**config.mk**
```make
export PLATFORM = sky130hd
export DESIGN_NAME = turbo_deframer
export DESIGN_NICKNAME = d
export VERILOG_FILES = /design/src/rtl/turbo_pkg.sv /design/src/rtl/turbo_tail_capture.sv /design/src/rtl/turbo_deframer.sv
export SDC_FILE = /design/constraint.sdc
export NUM_CORES = 1
export LEC_CHECK = 0
export CORE_ASPECT_RATIO = 2
export CORE_MARGIN = 2
export CORE_UTILIZATION = 54
export CTS_CLUSTER_DIAMETER = 50
export DETAILED_ROUTE_END_ITERATION = 12
export DONT_BUFFER_PORTS = 1
export GPL_TIMING_DRIVEN = 0
export PLACE_DENSITY_LB_ADDON = 0.25
export SYNTH_ARGS = -nofsm -noshare
export SYNTH_HDL_FRONTEND = slang
export SYNTH_SLANG_ARGS = --single-unit
```
**constraint.sdc**
```tcl
create_clock -name clk -period 2.34 [get_ports clk]
set_clock_uncertainty 0.2 [all_clocks]
set_input_delay 0.468 -clock clk [delete_from_list [all_inputs] [get_ports clk]]
set_output_delay 0.468 -clock clk [all_outputs]
set_load 0.05 [all_outputs]
```
**src/rtl/turbo_pkg.sv**
```systemverilog
// Shared types and constants for the turbo deframer: FSM states, block sizes
// and the helper that selects the last data index for the latched block size.
package turbo_pkg;

  typedef enum logic [1:0] {
    IDLE = 2'd0,
    DATA = 2'd1,
    TAIL = 2'd2,
    DONE = 2'd3
  } state_t;

  localparam int K_SHORT   = 1000;
  localparam int K_LONG    = 6000;
  localparam int TAIL_LEN  = 4;
  localparam int ADDR_W    = 13;
  localparam int GAP_LIMIT = 16;
  localparam int SYM_W     = 3;
  localparam int TIDX_W    = 2;
  localparam int GAP_W     = 5;

  // Index of the final data symbol for the selected block size.
  function automatic logic [ADDR_W-1:0] last_index(input logic long_blk);
    if (long_blk)
      return ADDR_W'(K_LONG - 1);
    else
      return ADDR_W'(K_SHORT - 1);
  endfunction

endpackage

```
**src/rtl/turbo_tail_capture.sv**
```systemverilog
// Holds the four 3-bit termination symbols of a frame; the valid flag rises
// when the last slot is written and drops when the next frame starts.
module turbo_tail_capture
  import turbo_pkg::*;
(
  input  logic              clk,
  input  logic              reset,
  input  logic              discard,
  input  logic              wr,
  input  logic [1:0]        idx,
  input  logic [2:0]        sym,
  input  logic              clr_valid,
  output logic [11:0]       tail_bits,
  output logic              tail_valid
);

  logic [TAIL_LEN-1:0][SYM_W-1:0] slots;
  logic                           last_slot;

  assign last_slot = (idx == TIDX_W'(TAIL_LEN - 1));
  assign tail_bits = slots;

  always_ff @(posedge clk) begin
    if (reset || discard) begin
      slots      <= '0;
      tail_valid <= 1'b0;
    end else begin
      if (wr)
        slots[idx] <= sym;
      // Frame start and the final tail write never coincide.
      if (clr_valid)
        tail_valid <= 1'b0;
      else if (wr && last_slot)
        tail_valid <= 1'b1;
    end
  end

endmodule

```
**src/rtl/turbo_deframer.sv**
```systemverilog
// Turbo deframer: splits a symbol stream into K data symbols written to the
// decoder buffer plus four captured tail symbols. Optional gap timeout abort
// is enabled by defining TURBO_DEFRAMER_GAP_TIMEOUT_EN.
module turbo_deframer
  import turbo_pkg::*;
(
  input  logic        clk,
  input  logic        reset,
  input  logic        in_valid,
  output logic        in_ready,
  input  logic        in_sys,
  input  logic        in_par1,
  input  logic        in_par2,
  input  logic        length_flag,
  input  logic        dec_busy,
  output logic        wr_en,
  output logic [12:0] wr_addr,
  output logic [2:0]  wr_data,
  output logic [11:0] tail_bits,
  output logic        tail_valid,
  output logic        frame_done,
  output logic        busy,
  output logic        frame_long,
  output logic        err
);

  state_t              state, state_nxt;
  logic                accept;
  logic                start;
  logic                data_acc;
  logic                tail_acc;
  logic                data_last;
  logic                tail_last;
  logic                abort;
  logic                in_frame;
  logic [SYM_W-1:0]    sym;
  logic [ADDR_W-1:0]   data_cnt;
  logic [TIDX_W-1:0]   tail_cnt;
  logic                vld_p1;
  logic [ADDR_W-1:0]   addr_p1;
  logic [SYM_W-1:0]    data_p1;
  logic                long_q;

  assign sym       = {in_par2, in_par1, in_sys};
  assign accept    = in_valid & in_ready;
  assign in_frame  = (state == DATA) || (state == TAIL);
  assign start     = accept && (state == IDLE);
  assign data_acc  = accept && (state == DATA);
  assign tail_acc  = accept && (state == TAIL);
  assign data_last = data_acc && (data_cnt == last_index(long_q));
  assign tail_last = tail_acc && (tail_cnt == TIDX_W'(TAIL_LEN - 1));

`ifdef TURBO_DEFRAMER_GAP_TIMEOUT_EN
  logic [GAP_W-1:0] gap_cnt;
  logic             err_q;

  // Abort on the GAP_LIMIT-th consecutive empty cycle inside a frame.
  assign abort = in_frame && !in_valid && (gap_cnt == GAP_W'(GAP_LIMIT - 1));
  assign err   = err_q;

  always_ff @(posedge clk) begin
    if (reset) begin
      gap_cnt <= '0;
      err_q   <= 1'b0;
    end else begin
      err_q <= abort;
      if (in_frame && !in_valid && !abort)
        gap_cnt <= gap_cnt + GAP_W'(1);
      else
        gap_cnt <= '0;
    end
  end
`else
  assign abort = 1'b0;
  assign err   = 1'b0;
`endif

  always_ff @(posedge clk) begin
    if (reset)
      state <= IDLE;
    else
      state <= state_nxt;
  end

  always_comb begin
    state_nxt = state;
    case (state)
      IDLE: if (start) state_nxt = DATA;
      DATA: begin
        if (abort)          state_nxt = IDLE;
        else if (data_last) state_nxt = TAIL;
      end
      TAIL: begin
        if (abort)          state_nxt = IDLE;
        else if (tail_last) state_nxt = DONE;
      end
      DONE:    state_nxt = IDLE;
      default: state_nxt = IDLE;
    endcase
  end

  always_comb begin
    in_ready   = 1'b0;
    busy       = 1'b0;
    frame_done = 1'b0;
    case (state)
      IDLE: in_ready = !dec_busy;
      DATA, TAIL: begin
        in_ready = 1'b1;
        busy     = 1'b1;
      end
      DONE:    frame_done = 1'b1;
      default: in_ready = 1'b0;
    endcase
    if (reset)
      in_ready = 1'b0;
  end

  // Symbol counters; data_cnt already points at the next index after start.
  always_ff @(posedge clk) begin
    if (reset) begin
      data_cnt <= '0;
      tail_cnt <= '0;
    end else begin
      if (state == IDLE)
        data_cnt <= start ? ADDR_W'(1) : '0;
      else if (data_acc)
        data_cnt <= data_cnt + ADDR_W'(1);

      if (state != TAIL)
        tail_cnt <= '0;
      else if (tail_acc)
        tail_cnt <= tail_cnt + TIDX_W'(1);
    end
  end

  always_ff @(posedge clk) begin
    if (reset)
      long_q <= 1'b0;
    else if (start)
      long_q <= length_flag;
  end

  assign frame_long = long_q;

  // ---- stage p1: buffer write port, one cycle after the accept ----
  always_ff @(posedge clk) begin
    if (reset) begin
      vld_p1  <= 1'b0;
      addr_p1 <= '0;
      data_p1 <= '0;
    end else begin
      vld_p1 <= start || data_acc;
      if (start || data_acc) begin
        addr_p1 <= start ? '0 : data_cnt;
        data_p1 <= sym;
      end
    end
  end

  assign wr_en   = vld_p1;
  assign wr_addr = addr_p1;
  assign wr_data = data_p1;

  turbo_tail_capture u_tail (
    .clk        (clk),
    .reset      (reset),
    .discard    (abort),
    .wr         (tail_acc),
    .idx        (tail_cnt),
    .sym        (sym),
    .clr_valid  (start),
    .tail_bits  (tail_bits),
    .tail_valid (tail_valid)
  );

endmodule

```
# Word-level counts from Yosys, hierarchy flattened
# Cells that the tools add are included.
[totals]
wordCells = 56
reg_bits = 48
output_inout_bits = 35
[op_classes]
muxes = 16
magnitude_cmp = 2
n_bitwise = 1
reduce_logical = 14
n_eq_ne = 9
n_addsub = 2
[op_table]
columns = ["cell", "count"]
rows = [
  ["13-bit 2-to-1 mux", 4],
  ["13-bit by 1-bit adder with 13-bit output (second input constant)", 1],
  ["13-bit == test", 1],
  ["12-bit bitwise mux", 1],
  ["2-bit inequality test (second input constant)", 4],
  ["2-bit one-hot mux with 4 select lines", 1],
  ["3-bit demux with 2-bit select", 1],
  ["2-bit == test (second input constant)", 3],
  ["1-bit logical AND", 6],
  ["2-bit 2-to-1 mux", 3],
  ["2-bit OR reduction", 3],
  ["1-bit 2-to-1 mux", 4],
  ["2-bit by 3-bit less-than comparator with 1-bit output (second input constant)", 1],
  ["3-bit 2-to-1 mux", 1],
  ["3-bit AND reduction", 1],
  ["2-bit by 1-bit adder with 2-bit output (second input constant)", 1],
  ["2-bit by 1-bit == test with 1-bit output (second input constant)", 1],
  ["2-bit by 1-bit >= comparator with 1-bit output (second input constant)", 1],
  ["2-bit zero test", 1],
  ["1-bit one-hot mux with 2 select lines", 1],
  ["2-bit nonzero test", 1],
  ["1-bit AND", 1],
  ["1-bit zero test", 1],
  ["1-bit logical OR", 1],
]

# Depth between registers and ports, before layout
# Gate-level depths: netlist (run 1).
[depth]
depth_word = 9
depth_mapped = 9

# By module
# From an unflattened synthesis (run 1), not the netlist that was laid out.
[unflattened]
hier_cells = 218
area_unflattened_um2 = 2194.6
[by_module_without_submodules]
columns = ["module", "n_inst", "cells_each", "area_each_um2", "seq_area_each_um2"]
rows = [
  ["turbo_deframer", 1, 168, 1621.6, 700.7],
  ["turbo_tail_capture", 1, 50, 573.0, 260.2],
]

# Least setup slack after synthesis (run 1)
# No wires, ideal clock.
[synth_timing]
kind = "reg-to-output"
from = "register state[0]"
to = "output port in_ready"
n_path_buf = 0
slack_ps = -586
stages_incl_launch_ff = 5
arrival_ps = 2258
path_cell_list = "dfxtp_1 inv_1 ha_1 nor2_1 nor3_1"
[synth_between]
elab_chain_len = 4
word_cells_on_any_way = 6
[synth_rtl]
columns = ["item", "line_no", "rtl"]
rows = [
  ["from (decl)", "turbo_deframer.sv:27", "state_t state, state_nxt;"],
  ["from (signal assigned)", "turbo_deframer.sv:82", "state <= state_nxt;"],
  ["2-bit by 1-bit == test with 1-bit output or 2-bit == test (tied branches)", "turbo_deframer.sv:106", "case (state)"],
  ["2-bit OR reduction", "turbo_deframer.sv:106", ""],
  ["1-bit one-hot mux with 2 select lines (*)", "turbo_deframer.sv:106", ""],
  ["1-bit 2-to-1 mux (*)", "turbo_deframer.sv:115", "if (reset)"],
  ["to (decl)", "turbo_deframer.sv:10", "output logic in_ready,"],
]
# Every way passes the cells marked *; elsewhere a longest branch is shown, timed or not.

# Worst setup path in the final report (run 1)
[layout_timing]
from = "register state[1]"
to = "output port in_ready"
# Same word-level chain as after synthesis.

==> results of run 1 <==
cells in the mapped netlist, types with 4 or more instances:
library cell  count
dfxtp_1          48
nor2_1           29
nand2_1          19
mux2i_1          14
ha_1             10
a21oi_1           9
a22o_1            9
xnor2_1           9
inv_1             8
nand3_1           8
nor3_1            8
a22oi_1           4
buf_4             4
clkbuf_1          4
nand2b_1          4
o21ai_0           4
repair_timing:
action	CTS	global route
buffers inserted	1	2
endpoints found under the setup margin	20	11
hold endpoints to repair	0	0
pin swaps	2	3
resized for setup	9	2
power breakdown:
part	internal [uW]	switching, uW	leakage (uW)
clock	213	272	0.0000414
combinational	213	341	0.000424
sequential	849	69.1	0.000388
path summary, 6_finish.rpt:
check / slack (ns) / start / end / cells after the start
max: 0.0003 / state[1]$_SDFFE_PP0P_ / in_ready / 4
max reg2reg: 0.13 / state[0]$_SDFFE_PP0P_ / state[1]$_SDFFE_PP0P_ / 6
min: 0.10 / in_par1 / wr_data[1]$_SDFFE_PP0P_ / 2
min reg2reg: 0.31 / state[1]$_SDFFE_PP0P_ / state[1]$_SDFFE_PP0P_ / 2
sequential cells by signal, indices dropped and copies added, names as in the netlist:
| register | flops |
|---|---|
| data_cnt | 13 |
| wr_en | 1 |
| wr_data | 3 |
| state | 2 |
| u_tail.tail_valid | 1 |
| tail_cnt | 2 |
| u_tail.tail_bits | 12 |
| frame_long | 1 |
| wr_addr | 13 |
logic make-up after synthesis:
| family | after synthesis |
|---|---|
| simple gates | 84 |
| flops | 48 |
| compound gates | 35 |
| buf+inv | 17 |
| mux | 14 |
| fa+ha+maj | 10 |
| xor+xnor | 10 |
| other cells | 1 |
critical path: stages, from the launching register on:
cell     delay [ns]
dfxtp_2        0.37
inv_2          0.06
ha_4           0.41
nor2_4         0.05
nor3_4         0.48
routing by layer:
| metal | wire length [microns] | GRT usage, % | share of wire [%] | up-vias |
|---|---|---|---|---|
| li1 | - | - | - | 773 |
| met1 | 1750 | 25.7 | 43 | 705 |
| met2 | 2010 | 32.0 | 50 | 39 |
| met3 | 253 | 6.50 | 6.2 | 4 |
| met4 | 38 | 5.41 | 0.94 | 0 |
| met5 | 0 | 0 | 0 | - |
through the flow:
| stage | total power (uW) | TNS (ns) | instances | setup WS [ns] | hold slack (ns) |
|---|---|---|---|---|---|
| 2_1_floorplan | 1320 | 0 | 219 | 0.153 | 0.262 |
| 3_3_place_gp | 1390 | -0.00681 | 270 | -0.00681 | 0.276 |
| 3_5_place_dp | 1410 | -0.317 | 270 | -0.0468 | 0.303 |
| 4_1_cts | 1940 | -0.0230 | 279 | -0.0230 | 0.0960 |
| 5_1_grt | 2030 | -0.0608 | 280 | -0.0608 | 0.113 |
| 6_report | 1960 | 0 | 280 | 0.000321 | 0.103 |
final cells by class:
type	count	area, sq um	share of cell area, %
Buffer	7	37.5	1.63
Clock buffer	6	72.6	3.16
Clock inverter	2	16.3	0.708
Inverter	9	33.8	1.47
Multi-Input combinational cell	154	1080	47.2
Sequential cell	48	966	42.0
Tap cell	51	63.8	2.78
Timing Repair Buffer	3	22.5	0.980
==> flow_summary.yaml, run 1 <==
layout:
  area_delta_synth_final_pct: 10.0
  drive_gt1_share_pct: 15.7
  mostFrequentLayoutCells: "dfxtp_1, nor2_1, nand2_1"
  nets: 246
  n_antenna_cell: 0
  final_common_cell: "dfxtp_1"
  postLayoutCoreUtil_pct: 61.0
  stdcell_area_sq_mm: 0.00230
  fillerInstances: 361
yosys:
  ys_top_cells_by_area: "dfxtp_1, mux2i_1, ha_1"
  synth_compound_area_share_pct: 12.9
  synth_fa_ha_area_share_pct: 5.99
  yosys_warnings: 0
  synth_largest_area_cell: "dfxtp_1"
  syn_area_sq_mm: 0.00209
  synthFlopType: "dfxtp_1"
  synth_top_family_by_area: "simple AND/OR/NAND/NOR gates"
  synth-edff-count: 0
  ys_seq_elements: 48
  synth-xor-area-share_pct: 4.19
  yosys.area_share.simple_pct: 20.2
  synth_nets: 237
  synth_mux_area_share_pct: 6.71
  ys_seq_area_share_pct: 46.0
  syn_area_per_cell_sq_um: 9.54
  ys_async_sr_fraction_pct: 0
  syn_inst: 219
  synth_cell_types: 40
  synth_top_area_share_pct: 46.0
sta:
  worstMarginPinSlew_ns: 0.574
  rsz0062_at_grt: "true"
  hold_violations: 0
  max_freq_mhz: 427
  finalSetupViolCount: 0
  period_share_pct: 100
  drv_slew: 0
  finalCriticalPeriod_ns: 2.34
  slew_headroom_pct: 61.7
cts:
  cts_made_buffers: 5
  clk_pin_slew_worst_paths_ns: 0.09
  cts.htree.levels: 2
  cts.sinks: 48
  cts_hold_buf: 0
  tritoncts: "built"
  cts_root_buf: "clkbuf_8"
  clk_path_buf_depth: 2
  clkLatencyLatePin_ns: 0.30
detailed_routing:
  viasPerCell: 5.43
  drc_errors: 0
  dr.pass1.iters: 4
  post_drt_wl_per_cell_microns: 14.5
  wl_microns: 4060
  dr.first_iter.drc_count: 33
  vias: 1521
  antenna_left: 0
worst_setup_path:
  path_class: "flip-flop to output pin"
  startpoint_type: "flip-flop"
  required_ns: 1.67
  worst_setup_path_end_kind: "output pin"
  arrival_ns: 1.67
  crit_fanout: 7
floorplan:
  die_h_microns: 91.9
  die_area_sq_mm: 0.00441
  start_util_pct: 55.5
  die_x_microns: 48.0
  rows: 32
  coreArea_sq_mm: 0.00376
  io_pins: 43
place:
  port_buffers: 0
  place_area_sq_mm: 0.00217
  gp_congestion: 0.818
  place_hpwl_microns: 2930
hold_path:
  hold_class: "primary input to flip-flop"
global_route:
  gr-total-overflow: 0
  grt_usage_pct: 20.3
  grt_pass1_vias: 1516
  antenna_found_initial: 0
  grt_max_degree: 16
  grt_pass1_wl_microns: 6680
pwr:
  power.density_mw_per_mm2: 852
  ir_drop_v: 0.000718
  p_leak_uw: 0.000853
job:
  drv_cap: 0
status:
  status: "complete, no violations"
No activity file was read; power rests on OpenSTA's default activity.
==> run 2, diff against run 1 <==
--- a/config.mk
+++ b/config.mk
@@ -5,6 +5,7 @@
 export SDC_FILE = /design/constraint.sdc
 export NUM_CORES = 1
 export LEC_CHECK = 0
+export ABC_AREA = 1
 export CORE_ASPECT_RATIO = 2
 export CORE_MARGIN = 2
 export CORE_UTILIZATION = 54
@@ -13,6 +14,7 @@
 export DONT_BUFFER_PORTS = 1
 export GPL_TIMING_DRIVEN = 0
 export PLACE_DENSITY_LB_ADDON = 0.25
+export RECOVER_POWER = 100
 export SYNTH_ARGS = -nofsm -noshare
 export SYNTH_HDL_FRONTEND = slang
 export SYNTH_SLANG_ARGS = --single-unit
==> constraint.sdc (replaced) <==
create_clock -name clk -period 2 [get_ports clk]
set_clock_uncertainty 0.2 [all_clocks]
set_input_delay 0.4 -clock clk [delete_from_list [all_inputs] [get_ports clk]]
set_output_delay 0.4 -clock clk [all_outputs]
set_load 0.05 [all_outputs]
==> flow_summary.yaml, run 2 <==
layout:
  finalNonFillerCells: 375
  mostFrequentLayoutCells: "nand2_1, dfxtp_1, nor2_1"
  area_delta_synth_final_pct: 23.4
  final_common_cell: "nand2_1"
  nets: 340
  drive_gt1_share_pct: 30.0
  postLayoutCoreUtil_pct: 69.0
  n_antenna_cell: 0
job:
  drv_cap: 0
yosys:
  synth_largest_area_cell: "dfxtp_1"
  synthFlopType: "dfxtp_1"
  yosys_warnings: 0
  synth.most_common_cell: "nand2_1"
  synth_nets: 315
  syn_inst: 297
  syn_area_sq_mm: 0.00229
  ys_top_cells_by_area: "dfxtp_1, nand2_1, nand3_1"
  ys_seq_area_share_pct: 42.0
  ys_async_sr_fraction_pct: 0
  synth_top_area_share_pct: 42.0
  syn_area_per_cell_sq_um: 7.70
  synthTopCellsByCount: "nand2_1, dfxtp_1, nor2_1"
  ys_seq_elements: 48
  synth_cell_types: 39
  synth-edff-count: 0
worst_setup_path:
  path_delay_family: "adder cells"
  critPathMaxStageDelay_ns: 0.37
  path_class: "flip-flop to output pin"
  crit_start: "state[0]$_SDFFE_PP0P_"
  required_ns: 1.40
  r2r_slack_ns: -0.02
  rr_worst_depth: 10
  worst_setup_path_end_kind: "output pin"
  path_buf_inv: 2
  crit_cells: 5
  arrival_ns: 1.47
  r2r_start: "state[0]$_SDFFE_PP0P_"
  crit_chain: "inv_2 -> ha_4 -> inv_4 -> nand2_4 -> and2_4"
  crit_path_end: "in_ready"
  startpoint_type: "flip-flop"
  crit_path_top_delay_cell: "ha_4"
  rr_endpoint: "wr_data[2]$_SDFFE_PP0P_"
  crit_fanout: 3
cts:
  cts_hold_buf: 0
  cts.sinks: 48
  tritoncts: "built"
  clk_path_buf_depth: 2
  clk_pin_slew_worst_paths_ns: 0.10
  clkLatencyLatePin_ns: 0.31
  cts_root_buf: "clkbuf_8"
  cts_made_buffers: 5
  cts.htree.levels: 2
place:
  dp.cells: 349
  place_hpwl_microns: 4140
  port_buffers: 0
  gp_congestion: 0.926
detailed_routing:
  vias: 2122
  wl_microns: 6160
  post_drt_wl_per_cell_microns: 16.4
  dr.first_iter.drc_count: 80
  dr.pass1.iters: 5
  drc_errors: 0
  viasPerCell: 5.66
  antenna_left: 0
sta:
  rsz0062_at_grt: "true"
  slew_headroom_pct: 50.4
  finalCriticalPeriod_ns: 2.07
  max_freq_mhz: 482
  worstMarginPinSlew_ns: 0.745
  finalSetupViolCount: 3
  hold_violations: 0
  finalSetupTns_ns: -0.101
  whs_ns: 0.0221
  setup_ws_ns: -0.0744
  period_share_pct: 104
  drv_slew: 0
floorplan:
  start_util_pct: 55.9
  rows: 33
  coreArea_sq_mm: 0.00409
  die_x_microns: 50.0
  io_pins: 43
  die_area_sq_mm: 0.00480
  die_h_microns: 96.0
status:
  violations: "setup timing"
  status: "finished, violations left"
global_route:
  antenna_found_initial: 0
  grt_pass1_wl_microns: 8840
  grt_max_degree: 17
  grt_pass1_vias: 1928
  grt_usage_pct: 24.1
  gr-total-overflow: 0
hold_path:
  hold_class: "primary input to flip-flop"
pwr:
  ir_drop_v: 0.000775
  p_leak_uw: 0.00102
  finalPower_uw: 2870
  power.density_mw_per_mm2: 1020
[run 2: cell types whose count changed after synthesis, moves of 14 or more]
cell,previous run,this run
nand2_1,19,59
a21oi_1,9,29
mux2i_1,14,0
nand3_1,8,30
inv_1,8,28
[run 2: final cells by class]
cell class              instances  area, sq um
clock inverters                 3         23.8
fillers                       338         1270
repair inverters                1         5.00
inverters                      31          124
multi-input cells             209         1330
clock buffers                   5         68.8
plain buffers                   9         70.1
flip-flops and latches         48          963
repair buffers                 17          168
well taps                      52         65.1
[run 2: kinds of logic (layout without fill, tap and decap cells)]
| family | count (synthesis) | after routing | synth area share [%] |
|---|---|---|---|
| AOI/OAI and AO/OA | 55 | 55 | 13.7 |
| adders and majority gates | 10 | 10 | 5.47 |
| buffers and inverters | 40 | 66 | 8.26 |
| DFF | 48 | 48 | 42.0 |
| other | 1 | 1 | 0.164 |
| and+or+nand+nor | 143 | 143 | 30.4 |
[run 2: per-layer routing]
metal | routed length, microns | global-route usage [%] | up-vias | part of all wire (%)
li1 | - | - | 1032 | -
met1 | 2130 | 22.0 | 1012 | 35
met2 | 3520 | 47.4 | 57 | 57
met3 | 231 | 4.50 | 21 | 3.7
met4 | 274 | 14.1 | 0 | 4.4
met5 | 0 | 0 | - | 0
[run 2: timing repair]
action / CTS / global route
endpoints found under the setup margin: 46 / 34
cloned: 0 / 4
gates resized for setup: 9 / 57
pin swaps: 2 / 17
setup buffers: 7 / 7
[run 2: through the flow]
step                      worst slack (ns)  instance area (sq um)
after global placement              -0.203                   2360
after CTS                          -0.0762                   2520
after floorplan                     0.0301                   2300
after global routing                -0.123                   2820
final                              -0.0744                   2820
after detailed placement            -0.225                   2360
[run 2: worst min path at each step]
stage	depth (start not counted)	slack (ns)	endpoint	from
final	2	0.02	u_tail.tail_bits[9]$_SDFFE_PP0P_	in_sys
after global routing	2	0.02	u_tail.tail_bits[8]$_SDFFE_PP0P_	in_par2
after CTS	2	0.03	wr_data[1]$_SDFFE_PP0P_	in_par1
after detailed placement	2	0.30	data_cnt[11]$_SDFFE_PP0P_	data_cnt[11]$_SDFFE_PP0P_
after global placement	2	0.30	data_cnt[11]$_SDFFE_PP0P_	data_cnt[11]$_SDFFE_PP0P_
after floorplan	2	0.27	data_cnt[11]$_SDFFE_PP0P_	data_cnt[11]$_SDFFE_PP0P_
[run 2: where the power goes]
part | internal, uW | total [uW] | switching (uW) | leakage, uW
sequential | 1010 | 1160 | 147 | 0.000388
combinational | 414 | 1110 | 699 | 0.000596
clock | 248 | 592 | 344 | 0.0000404
total | 1680 | 2870 | 1190 | 0.00102
